**config.mk**
```make
export PLATFORM = sky130hd
export DESIGN_NAME = bcp_run_ctrl
export DESIGN_NICKNAME = d
export VERILOG_FILES = /design/src/rtl/bcp_run_ctrl.sv
export SDC_FILE = /design/constraint.sdc
export NUM_CORES = 1
export LEC_CHECK = 0
export CAP_MARGIN = 20
export CELL_PAD_IN_SITES_DETAIL_PLACEMENT = 1
export CELL_PAD_IN_SITES_GLOBAL_PLACEMENT = 1
export CORE_MARGIN = 2
export CORE_UTILIZATION = 28
export CTS_CLUSTER_DIAMETER = 50
export DETAILED_ROUTE_END_ITERATION = 7
export PLACE_DENSITY_LB_ADDON = 0.1
export SYNTH_ARGS = -nofsm -noshare
export SYNTH_HDL_FRONTEND = slang
export SYNTH_SLANG_ARGS = --single-unit
```
**constraint.sdc**
```tcl
create_clock -name clk -period 2 [get_ports clk]
set_input_delay 0.3 -clock clk [delete_from_list [all_inputs] [get_ports clk]]
set_output_delay 0.3 -clock clk [all_outputs]
set_load 0.005 [all_outputs]
```
**src/rtl/bcp_run_ctrl.sv**
```systemverilog
// bcp_run_ctrl: run controller for one BCP solve pass.
//
// Streams a clause list into the distribution unit and then issues the
// decision literal. After that it watches the SAT datapath until one of
// three things happens: propagation goes quiet, a conflict is raised, or
// the cycle budget runs out. It then reports a registered result.
//
// Ports
//   clk, rst_n            clock, asynchronous active-low reset
//   cmd_start/cmd_uc      start request and decision literal (taken in IDLE only)
//   cmd_abort             return to IDLE from any state, clears result flags
//   cla_in_*              clause stream in (valid/ready, last marks final clause)
//   mem2carb_*            clause strobe/data, load finish, decision issue
//   carb_empty, ucq_empty, conflict   datapath status used in RUN
//   busy, done            activity and one-cycle completion pulse
//   res_*                 sticky conflict / timeout / overflow result flags
//   cla_count, run_cycles clauses accepted and RUN cycles of the current run
module bcp_run_ctrl #(
  parameter int NUM_ENGINE = 4,
  parameter int CLA_W      = 96,
  parameter int LIT_W      = 16,
  parameter int MAX_CLA    = 1024,
  parameter int QUIET_CYC  = 8,
  parameter int TIMEOUT    = 65535
) (
  input  logic                              clk,
  input  logic                              rst_n,
  input  logic                              cmd_start,
  input  logic [LIT_W-1:0]                  cmd_uc,
  input  logic                              cmd_abort,
  input  logic                              cla_in_valid,
  input  logic [CLA_W-1:0]                  cla_in,
  input  logic                              cla_in_last,
  output logic                              cla_in_ready,
  output logic                              mem2carb_start,
  output logic [CLA_W-1:0]                  mem2carb_clause,
  output logic                              mem2carb_finish,
  output logic                              mem2carb_uc_valid,
  output logic [LIT_W-1:0]                  mem2carb_uc,
  input  logic                              carb_empty,
  input  logic [NUM_ENGINE-1:0]             ucq_empty,
  input  logic                              conflict,
  output logic                              busy,
  output logic                              done,
  output logic                              res_conflict,
  output logic                              res_timeout,
  output logic                              res_overflow,
  output logic [$clog2(MAX_CLA+1)-1:0]      cla_count,
  output logic [$clog2(TIMEOUT+1)-1:0]      run_cycles
);

  localparam int CNT_W   = $clog2(MAX_CLA + 1);
  localparam int RUN_W   = $clog2(TIMEOUT + 1);
  localparam int QUIET_W = $clog2(QUIET_CYC + 1);

  typedef enum logic [2:0] {
    S_IDLE, S_LOAD, S_FLUSH, S_FINISH, S_ISSUE, S_RUN, S_DONE
  } state_e;

  state_e               state_q;
  logic [CLA_W-1:0]     clause_q;
  logic                 strobe_q;
  logic [LIT_W-1:0]     uc_q;
  logic [CNT_W-1:0]     cnt_q;
  logic [RUN_W-1:0]     run_q;
  logic [RUN_W-1:0]     run_d;
  logic [QUIET_W-1:0]   quiet_q;
  logic [QUIET_W-1:0]   quiet_d;
  logic                 conflict_q;
  logic                 timeout_q;
  logic                 overflow_q;
  logic                 quiet_cyc;

  // Both counters stop at their terminal value so they never wrap.
  function automatic logic [RUN_W-1:0] sat_inc_run(input logic [RUN_W-1:0] v);
    return (v == RUN_W'(TIMEOUT)) ? v : v + 1'b1;
  endfunction

  function automatic logic [QUIET_W-1:0] sat_inc_quiet(input logic [QUIET_W-1:0] v);
    return (v == QUIET_W'(QUIET_CYC)) ? v : v + 1'b1;
  endfunction

  // A conflict cycle is never quiet, so a conflict also restarts the quiet count.
  assign quiet_cyc = carb_empty && (&ucq_empty) && !conflict;
  assign run_d     = sat_inc_run(run_q);
  assign quiet_d   = quiet_cyc ? sat_inc_quiet(quiet_q) : '0;

  always_ff @(posedge clk or negedge rst_n) begin
    if (!rst_n) begin
      state_q    <= S_IDLE;
      clause_q   <= '0;
      strobe_q   <= 1'b0;
      uc_q       <= '0;
      cnt_q      <= '0;
      run_q      <= '0;
      quiet_q    <= '0;
      conflict_q <= 1'b0;
      timeout_q  <= 1'b0;
      overflow_q <= 1'b0;
    end else begin
      strobe_q <= 1'b0;
      if (cmd_abort) begin
        // Abort beats everything, including a start in the same cycle.
        state_q    <= S_IDLE;
        conflict_q <= 1'b0;
        timeout_q  <= 1'b0;
        overflow_q <= 1'b0;
      end else begin
        case (state_q)
          S_IDLE: begin
            if (cmd_start) begin
              uc_q       <= cmd_uc;
              cnt_q      <= '0;
              run_q      <= '0;
              quiet_q    <= '0;
              conflict_q <= 1'b0;
              timeout_q  <= 1'b0;
              overflow_q <= 1'b0;
              state_q    <= S_LOAD;
            end
          end
          S_LOAD: begin
            // Ready is high for the whole of LOAD, so valid alone is a handshake.
            if (cla_in_valid) begin
              clause_q <= cla_in;
              strobe_q <= 1'b1;
              cnt_q    <= cnt_q + 1'b1;
              if (cla_in_last) begin
                state_q <= S_FLUSH;
              end else if (cnt_q == CNT_W'(MAX_CLA - 1)) begin
                overflow_q <= 1'b1;
                state_q    <= S_DONE;
              end
            end
          end
          S_FLUSH:  state_q <= S_FINISH;
          S_FINISH: state_q <= S_ISSUE;
          S_ISSUE: begin
            quiet_q <= '0;
            state_q <= S_RUN;
          end
          S_RUN: begin
            run_q   <= run_d;
            quiet_q <= quiet_d;
            if (conflict) begin
              conflict_q <= 1'b1;
              state_q    <= S_DONE;
            end else if (quiet_q == QUIET_W'(QUIET_CYC)) begin
              state_q <= S_DONE;
            end else if (run_q == RUN_W'(TIMEOUT)) begin
              timeout_q <= 1'b1;
              state_q   <= S_DONE;
            end
          end
          S_DONE:  state_q <= S_IDLE;
          default: state_q <= S_IDLE;
        endcase
      end
    end
  end

  assign cla_in_ready      = (state_q == S_LOAD);
  assign busy              = (state_q != S_IDLE);
  assign done              = (state_q == S_DONE);
  assign mem2carb_finish   = (state_q == S_FINISH);
  assign mem2carb_uc_valid = (state_q == S_ISSUE);
  assign mem2carb_start    = strobe_q;
  assign mem2carb_clause   = clause_q;
  assign mem2carb_uc       = uc_q;
  assign res_conflict      = conflict_q;
  assign res_timeout       = timeout_q;
  assign res_overflow      = overflow_q;
  assign cla_count         = cnt_q;
  assign run_cycles        = run_q;

endmodule

```
==> results.cfg, run 1 <==
[synthesis]
yosys_warnings = 0
synth.net_count = 834
synth_enable_flop_cells = 0
synth-seq-area-share = 0.589
distinct_cells_synth = 50
count_of_state_elements_after_synthesis = 150
netlist_instances = 706
ys.flop_type = sky130_fd_sc_hd__dfrtp_1
synthArstFlopShare = 1.00
avgSynthCellArea_um2 = 9.02
synthesis.area_um2 = 6370

[setup_path]
cp_slowest_cell = sky130_fd_sc_hd__or4b_4
req_time_crit_path_ns = 2.36
worst_setup_path_end_kind = flop
cp_common_cell = sky130_fd_sc_hd__nand2_1
setup.worst_path.class = reg2reg
crit_family = simple AND/OR/NAND/NOR gates
cp_max_fo = 24
critical_path.max_stage_delay_ns = 0.48
timing.critical_path.cells = buf_6 > or4b_4 > or2_4 > inv_6 > buf_12 > buf_4 > nand2_1 > nand2_1
worst-endpoint-arrival_ns = 2.28
critical_path.n_buffers_inverters = 4
crit_path_start_kind = flop

[floorplan]
effective_utilization_at_floorplan = 0.283
die_area_um2 = 24000
ioPinCount = 272
num_rows = 55
chip_height_um = 155
core_area_um2 = 22500
chipWidth_um = 155

[placed_design]
finalWeightedCongestion = 0.753
place_area_um2 = 10100
place_hpwl_mm = 16.4
pre_cts_ws_ns = -0.220
io_buffers = 271

[detailed_routing]
first_drt_iteration_drcs = 151
via_count = 6051
final_ant_viol_nets = 0
per_cell_routed_wire_length_um = 16.2
routed_wire_length_mm = 21.9
detail_route.drc_violations = 0
firstDrtPassIters = 4
via_per_inst = 4.49

[finish]
final_design_area_no_fill_um2 = 10800
drive_gt1_frac = 0.131
area_delta_synth_final_pct = 69.4
nets = 1179
num_antenna_cells = 0

[clock_network]
clock_tree.buffer_depth = 2
worst_skew_pair.late_latency_ns = 0.43
cts_root_buffer = sky130_fd_sc_hd__clkbuf_16
htree_levels = 4
clkSinkCount = 150
clock_buffer_count_from_cts = 17
clkTransAtPathRegs_ns = 0.07
cts_tree = yes

[timing]
hold_violations = 0
skew_ns = 0.0136
slew-limit-headroom = 0.700
fmax_ghz = 0.522
worst_slew_pin_slew_ns = 0.451
layout_setup_ws_ns = 0.0853
rsz0062_at_grt = true
finalWorstPathRequiredPeriod_ns = 1.91
final_min_period_over_clock_period = 0.957
timing.final.max_slew_violations = 0
final.setup.tns_ns = 0
finalSetupViolCount = 0

[power]
power_per_cell_area_nw_per_um2 = 1230
leakage_nw = 5.18
total_power_mw = 13.3
worst_ir_drop_on_vdd_mv = 0.581

[run_status]
run_status = finished, final reports clean

[global_routing]
grt.overflow.total = 0
grt.total_usage = 0.185
first_global_vias = 6385
first_pass_grt_wire_length_mm = 34.7
maximum_number_of_pins_on_one_net_before_global_route_repair = 42
grt_antenna_before_repair = 0

[hold_path]
hold_class = in2async

[run]
maxCapViolations = 0
==> placed cells by master, fill, tap and decap left out, drive strengths merged, types with 5 or more instances in the layout <==
cell           count
xor2               6
buf               87
a21oi              9
a211oi             5
nand3             11
nor3               6
inv               15
xnor2             10
nand2            352
o21ai              9
nor2              34
clkbuf            20
dfrtp            150
clkdlybuf4s50    265
nand4              9
and3               8
==> report_power, final <==
part / total, mW / internal, mW / switching [mW]
registers: 4.76 / 4.17 / 0.595
clock network: 3.23 / 1.82 / 1.41
logic: 5.31 / 3.17 / 2.14
==> flip-flops by register name (all words and copies together), names as in the netlist <==
| register | flops |
|---|---|
| cla_count | 11 |
| mem2carb_clause | 96 |
| mem2carb_start | 1 |
| mem2carb_uc | 16 |
| quiet_q | 4 |
| res_conflict | 1 |
| res_overflow | 1 |
| res_timeout | 1 |
| run_cycles | 16 |
| state_q | 3 |
==> through the flow <==
stage | hold slack, ns | cells | utilization
after detailed placement | 0.263 | 1310 | 0.448
after floorplan | 0.00441 | 706 | -
after CTS | 0.379 | 1345 | 0.476
after global placement | 0.264 | 1310 | 0.448
final | 0.366 | 1349 | 0.480
after global routing | 0.390 | 1349 | 0.480
==> path summary, 6_finish.rpt <==
path                                       end  slack (ns)  cells after the start                 from
max                        mem2carb_clause[95]        0.09                      8           state_q[2]
min                         mem2carb_clause[1]        0.37                      2                rst_n
max reg2reg                mem2carb_clause[95]        0.09                      8           state_q[2]
min reg2reg                mem2carb_clause[84]        0.47                      2  mem2carb_clause[84]
max in group asynchronous       run_cycles[12]        1.03                      3                rst_n
min in group clk                mem2carb_uc[1]        0.40                      3            cmd_uc[1]
==> cell usage after synthesis (2+ instances only) <==
cell type / n / area, µm²
sky130_fd_sc_hd__a2111o_1: 2 / 22.5
sky130_fd_sc_hd__a211oi_1: 5 / 37.5
sky130_fd_sc_hd__a21oi_1: 9 / 45.0
sky130_fd_sc_hd__a31o_2: 3 / 26.3
sky130_fd_sc_hd__a31oi_1: 4 / 25.0
sky130_fd_sc_hd__a41o_1: 2 / 20.0
sky130_fd_sc_hd__and2_1: 2 / 12.5
sky130_fd_sc_hd__and3_1: 8 / 50.1
sky130_fd_sc_hd__and3b_1: 4 / 35.0
sky130_fd_sc_hd__buf_2: 13 / 65.1
sky130_fd_sc_hd__buf_6: 6 / 67.6
sky130_fd_sc_hd__clkbuf_1: 14 / 52.6
sky130_fd_sc_hd__dfrtp_1: 150 / 3750
sky130_fd_sc_hd__ha_1: 4 / 50.1
sky130_fd_sc_hd__inv_1: 8 / 30.0
sky130_fd_sc_hd__mux2i_1: 2 / 20.0
sky130_fd_sc_hd__nand2_1: 352 / 1320
sky130_fd_sc_hd__nand2b_1: 2 / 12.5
sky130_fd_sc_hd__nand3_1: 11 / 55.1
sky130_fd_sc_hd__nand4_1: 9 / 56.3
sky130_fd_sc_hd__nor2_1: 33 / 124
sky130_fd_sc_hd__nor3_1: 6 / 30.0
sky130_fd_sc_hd__nor3b_1: 4 / 30.0
sky130_fd_sc_hd__o21a_1: 3 / 22.5
sky130_fd_sc_hd__o21ai_0: 8 / 40.0
sky130_fd_sc_hd__or3_1: 3 / 18.8
sky130_fd_sc_hd__or3b_2: 2 / 17.5
sky130_fd_sc_hd__xnor2_1: 10 / 87.6
sky130_fd_sc_hd__xor2_1: 6 / 52.6
==> what timing repair did <==
action	4_1_cts	5_1_grt
pin swaps	1	2
resized for setup	9	9
hold endpoints to repair	36	0
buffers inserted	2	3
gates cloned	0	1
setup endpoints to repair	6	43
hold buffers	1	0
==> kinds of logic (layout without fill, tap and decap cells) <==
kind of cell    count (synthesis)  in the layout  share of synthesized area
flops                         150            150                      0.589
xor+xnor                       16             16                     0.0220
simple gates                  446            446                      0.291
buf+inv                        42            400                     0.0346
fa+ha+maj                       4              4                    0.00786
mux                             2              2                    0.00314
compound gates                 46             46                     0.0523
==> routing by layer <==
layer  vias to the layer above  share of wire  wire (µm)  GRT usage
met5                         -              0          0          0
met4                         0          0.017        370     0.0595
met3                        23          0.058       1270     0.0479
met2                       165           0.49      10700      0.310
met1                      2915           0.44       9560      0.233
li1                       2948              -          -          -
==> layout make-up <==
class / instances / area, µm²
Tap cell: 285 / 357
Multi-Input combinational cell: 514 / 2430
Sequential cell: 150 / 3760
Clock buffer: 19 / 453
Fill cell: 2592 / 11700
Inverter: 9 / 38.8
Timing Repair Buffer: 359 / 3620
Clock inverter: 13 / 135
No activity file was read; power rests on OpenSTA's default activity.
==> inputs of run 2 (changes only) <==
--- a/config.mk
+++ b/config.mk
@@ -9,7 +9,7 @@
 export CELL_PAD_IN_SITES_DETAIL_PLACEMENT = 1
 export CELL_PAD_IN_SITES_GLOBAL_PLACEMENT = 1
 export CORE_MARGIN = 2
-export CORE_UTILIZATION = 28
+export CORE_UTILIZATION = 31
 export CTS_CLUSTER_DIAMETER = 50
 export DETAILED_ROUTE_END_ITERATION = 7
 export PLACE_DENSITY_LB_ADDON = 0.1
==> constraint.sdc (replaced) <==
create_clock -name clk -period 2.2 [get_ports clk]
set_input_delay 0.33 -clock clk [delete_from_list [all_inputs] [get_ports clk]]
set_output_delay 0.33 -clock clk [all_outputs]
set_load 0.005 [all_outputs]
==> run 2 against run 1 <==
Power fell by 9.0%. Wire length is 5.1% lower. Setup slack got worse by 0.0058 ns. Final area fell by 4.8%. First-iteration DRC count increased by 9.9%. Highest routed layer unchanged.
==> results.cfg, run 2 (synthesis results as in run 1) <==
[global_routing]
maximum_number_of_pins_on_one_net_before_global_route_repair = 77
first_global_vias = 6130
grt.overflow.total = 0
grt_antenna_before_repair = 1
first_pass_grt_wire_length_mm = 33.1
grt.total_usage = 0.193

[finish]
sequential_cell_area_um2 = 3750
mostFrequentLayoutCell = sky130_fd_sc_hd__nand2_1
area_delta_synth_final_pct = 61.3
nets = 1130
top_library_cells_by_usage_in_the_layout_fill_and_taps_aside = 352 x sky130_fd_sc_hd__nand2_1, 270 x sky130_fd_sc_hd__clkdlybuf4s50_1, 149 x sky130_fd_sc_hd__dfrtp_1
final_design_area_no_fill_um2 = 10300
drive_gt1_frac = 0.0809
multi_input_comb_area_um2 = 2400
fillCellCount = 2302
largest_reg_flops = 96

[clock_network]
clkSinkCount = 150
clock_buffer_count_from_cts = 17
cts_root_buffer = sky130_fd_sc_hd__clkbuf_16
clock_tree.buffer_depth = 2
clkTransAtPathRegs_ns = 0.06
worst_skew_pair.late_latency_ns = 0.42
cts_tree = yes
htree_levels = 4

[detailed_routing]
firstDrtPassIters = 4
via_per_inst = 4.55
final_ant_viol_nets = 0
first_drt_iteration_drcs = 166
via_count = 5843
per_cell_routed_wire_length_um = 16.1
detail_route.drc_violations = 0
routed_wire_length_mm = 20.7

[placed_design]
place_hpwl_mm = 15.2
place_area_um2 = 9570
finalWeightedCongestion = 0.751
io_buffers = 271

[floorplan]
ioPinCount = 272
die_area_um2 = 21700
core_area_um2 = 20200
num_rows = 52
chip_height_um = 147
effective_utilization_at_floorplan = 0.316
chipWidth_um = 147

[setup_path]
req_time_crit_path_ns = 1.87
r2r-start = state_q[1]
crit_path_start_kind = flop
worst_setup_path_end_kind = output port
timing.reg2reg.setup_slack_ns = 0.20
setup.worst_path.class = reg2out
crit_start = state_q[1]
cp_max_fo = 7
worst-endpoint-arrival_ns = 1.79

[timing]
finalSetupViolCount = 0
timing.final.max_slew_violations = 0
finalWorstPathRequiredPeriod_ns = 2.12
slew-limit-headroom = 0.693
final_min_period_over_clock_period = 0.964
hold_violations = 0
fmax_ghz = 0.472
worst_slew_pin_slew_ns = 0.460
skew_ns = 0.00922

[power]
leakage_nw = 4.86
power_per_cell_area_nw_per_um2 = 1180
total_power_mw = 12.1
worst_ir_drop_on_vdd_mv = 0.532

[hold_path]
hold_class = in2async

[run]
maxCapViolations = 0

[run_status]
run_status = finished, final reports clean
run 2: cell count changes in the layout (fill, tap and decap cells not counted), moves of 2 or more:
cell	change
sky130_fd_sc_hd__clkinv_2	+2
sky130_fd_sc_hd__clkdlybuf4s50_1	+5
sky130_fd_sc_hd__bufinv_16	+4
sky130_fd_sc_hd__buf_12	-12
sky130_fd_sc_hd__buf_4	-35
sky130_fd_sc_hd__inv_6	-5
sky130_fd_sc_hd__dlygate4sd2_1	-4
run 2: metrics by stage:
stage	util	instances	hold slack (ns)	worst slack, ns	setup TNS, ns
2_1_floorplan	-	706	0.0344	0.254	0
3_3_place_gp	0.474	1248	0.303	0.000620	0
3_5_place_dp	0.474	1248	0.299	0.0131	0
4_1_cts	0.508	1280	0.421	0.0106	0
5_1_grt	0.509	1285	0.432	-0.000577	-0.000577
6_report	0.509	1285	0.397	0.0795	0
run 2: what timing repair did:
item / in CTS / in global routing
endpoints found under the hold margin: 43 / 0
pin swaps: 0 / 1
hold buffers: 1 / 0
gates resized for setup: 2 / 1
setup buffers: 0 / 4
endpoints found under the setup margin: 2 / 6
run 2: critical path, cell delays in order (launching register included):
cell	delay, ns
sky130_fd_sc_hd__dfrtp_2	0.45
sky130_fd_sc_hd__buf_4	0.17
sky130_fd_sc_hd__nand2b_1	0.16
sky130_fd_sc_hd__nor2_1	0.10
sky130_fd_sc_hd__clkdlybuf4s50_1	0.50
run 2: cell type report:
type	instances	share of cell area
sequential	150	0.365
timing repair buffer	310	0.301
multi-input combinational	514	0.234
clock buffer	20	0.0444
tap	270	0.0329
clock inverter	11	0.0192
inverter	9	0.00341
antenna	1	0.000244
run 2: final timing paths:
| path | end | cells past startpoint |
|---|---|---|
| worst min register to register | mem2carb_uc[13] | 2 |
| worst min-delay path | mem2carb_clause[73] | 2 |
| max in group asynchronous | state_q[1] | 3 |
| worst max register to register | state_q[1] | 5 |
| min in group clk | mem2carb_clause[41] | 3 |
| worst max-delay path | cla_in_ready | 4 |
run 2: power breakdown:
part	leakage (nW)	total, mW	internal [mW]	switching [mW]
logic	2.63	4.45	2.65	1.81
registers	1.92	4.37	3.79	0.583
clock network	0.317	3.27	2.08	1.20
total	4.86	12.1	8.51	3.58
run 2: per-layer routing:
layer  wire length [µm]  part of all wire  track usage
met1               8850              0.43        0.236
met2              10200              0.49        0.330
met3               1410             0.068       0.0590
met4                335             0.016       0.0534
met5                  0                 0            0
==> inputs of run 3 (changes only) <==
--- a/config.mk
+++ b/config.mk
@@ -9,7 +9,8 @@
 export CELL_PAD_IN_SITES_DETAIL_PLACEMENT = 1
 export CELL_PAD_IN_SITES_GLOBAL_PLACEMENT = 1
 export CORE_MARGIN = 2
-export CORE_UTILIZATION = 31
+export CORE_UTILIZATION = 32
+export CTS_BUF_LIST = sky130_fd_sc_hd__clkbuf_2
 export CTS_CLUSTER_DIAMETER = 50
 export DETAILED_ROUTE_END_ITERATION = 7
 export PLACE_DENSITY_LB_ADDON = 0.1
==> run 3 against run 2 <==
The run now ends with setup timing left. Critical path type is now reg2reg. Clock power decreased by 36%. Core utilization increased by 1.9 points. Sequential share of layout area decreased by 0.077 points. Non-clock buffer count increased by 35. Power decreased by 8.8%. Critical path depth increased by 4.
==> results.cfg, run 3 (synthesis results as in run 1) <==
[timing]
slew-limit-headroom = 0.697
timing.final.max_slew_violations = 0
fmax_ghz = 0.453
finalSetupViolCount = 1
final_min_period_over_clock_period = 1.00
rsz0062_at_grt = true
hold_violations = 0
final.setup.tns_ns = -0.00600
worst_slew_pin_slew_ns = 0.454
finalWorstPathRequiredPeriod_ns = 2.21
layout_setup_ws_ns = -0.00600
skew_ns = 0.0401

[global_routing]
maximum_number_of_pins_on_one_net_before_global_route_repair = 83
grt.total_usage = 0.204
grt_antenna_before_repair = 1
first_pass_grt_wire_length_mm = 34.4
grt.overflow.total = 0
first_global_vias = 6267

[clock_network]
cts_root_buffer = sky130_fd_sc_hd__clkbuf_2
clkTransAtPathRegs_ns = 0.25
clock_buffer_count_from_cts = 17
worst_skew_pair.late_latency_ns = 0.70
cts_tree = yes
clock_tree.buffer_depth = 2
clkSinkCount = 150
htree_levels = 4

[detailed_routing]
per_cell_routed_wire_length_um = 16.2
final_ant_viol_nets = 0
firstDrtPassIters = 4
detail_route.drc_violations = 0
routed_wire_length_mm = 21.4
first_drt_iteration_drcs = 211
via_count = 6014
via_per_inst = 4.57

[finish]
area_delta_synth_final_pct = 62.2
drive_gt1_frac = 0.118
final_design_area_no_fill_um2 = 10300
largest_reg_flops = 96
nets = 1165
final_cell_count_no_fill = 1316
mostFrequentLayoutCell = sky130_fd_sc_hd__nand2_1
top_library_cells_by_usage_in_the_layout_fill_and_taps_aside = 352 x sky130_fd_sc_hd__nand2_1, 260 x sky130_fd_sc_hd__clkdlybuf4s50_1, 140 x sky130_fd_sc_hd__dfrtp_1

[power]
power_frac_comb = 0.418
internal_power_mw = 7.49
total_power_mw = 11.0
switching_share = 0.321
power_per_cell_area_nw_per_um2 = 1070
worst_ir_drop_on_vdd_mv = 0.448
clock_power_share = 0.189
leakage_nw = 5.00
switching_pwr_mw = 3.55
reg_power_frac = 0.393

[floorplan]
core_area_um2 = 19500
die_area_um2 = 21000
ioPinCount = 272
chip_height_um = 145
effective_utilization_at_floorplan = 0.326
num_rows = 51
chipWidth_um = 145

[placed_design]
placedCellCount = 1249
place_area_um2 = 9610
place_hpwl_mm = 15.2
finalWeightedCongestion = 0.771
io_buffers = 271

[run_status]
run_status = complete, but fails checks
failing_checks = setup timing

[hold_path]
hold_class = in2reg

[run]
maxCapViolations = 0

[setup_path]
cp_max_fo = 8
crit_path_start_kind = flop
worst_setup_path_end_kind = flop
worst-endpoint-arrival_ns = 2.84
req_time_crit_path_ns = 2.84
setup.worst_path.class = reg2reg
run 3: cell count changes in the layout (fill, tap and decap cells not counted), sizes merged:
cell | before | now
bufinv | 5 | 6
clkbuf | 20 | 23
clkdlybuf4s50 | 270 | 260
diode | 1 | 2
clkinv | 5 | 1
buf | 39 | 59
dlygate4sd2 | 0 | 1
dlygate4sd3 | 1 | 15
dlymetal6s2s | 0 | 5
inv | 9 | 14
run 3: what timing repair did:
action                     4_1_cts  5_1_grt
pin swaps                        1        3
gates cloned                     0        1
setup endpoints to repair        9       50
hold endpoints to repair       151       11
resized for setup               17       27
hold buffers                     4       11
setup buffers                    8       10
run 3: worst paths after layout:
path | from | to | slack, ns | cells after the start
max reg2reg | state_q[0] | run_cycles[13] | -0.006 | 8
min | cla_in[43] | mem2carb_clause[43] | 0.10 | 3
min reg2reg | mem2carb_clause[26] | mem2carb_clause[26] | 0.50 | 2
min in group asynchronous | rst_n | mem2carb_clause[15] | 0.63 | 3
max | state_q[0] | run_cycles[13] | -0.006 | 8
max in group asynchronous | rst_n | mem2carb_clause[79] | 0.56 | 4
run 3: through the flow:
| stage | hold slack (ns) | setup WS [ns] | utilization |
|---|---|---|---|
| finish | 0.102 | -0.00600 | 0.529 |
| global route | -0.00117 | -0.0812 | 0.529 |
| CTS | 0.00344 | -0.0120 | 0.516 |
| detailed placement | 0.295 | -0.0177 | 0.492 |
| global placement | 0.298 | 0.0354 | 0.492 |
| floorplan | 0.0344 | 0.254 | - |
run 3: power groups by stage:
stage	registers (mW)	clock network [mW]	logic [mW]
6_report	4.33	2.08	4.62
5_1_grt	4.48	2.28	5.06
4_1_cts	4.35	2.17	4.62
3_5_place_dp	4.43	0	4.46
3_3_place_gp	4.38	0	4.39
2_1_floorplan	4.47	0	1.36
run 3: cell type report:
type	instances	area (µm²)
fillers	2286	9200
flip-flops and latches	150	3770
repair buffers	345	3410
multi-input cells	514	2450
well taps	265	332
clock inverters	13	243
clock buffers	18	90.1
inverters	9	38.8
diodes	2	5.00
run 3: routing by layer:
| metal | share of wire | track usage |
|---|---|---|
| met1 | 0.44 | 0.258 |
| met2 | 0.50 | 0.347 |
| met3 | 0.049 | 0.0535 |
| met4 | 0.012 | 0.0554 |
| met5 | 0 | 0 |
run 3: worst max-delay path: stages (launching register included):
cell and delay [ns]:
sky130_fd_sc_hd__dfrtp_2 0.46, sky130_fd_sc_hd__buf_4 0.15, sky130_fd_sc_hd__buf_4 0.14, sky130_fd_sc_hd__buf_4 0.14
sky130_fd_sc_hd__and3b_1 0.20, sky130_fd_sc_hd__buf_4 0.17, sky130_fd_sc_hd__a2111o_1 0.38, sky130_fd_sc_hd__or3_4 0.34
sky130_fd_sc_hd__a21oi_2 0.14
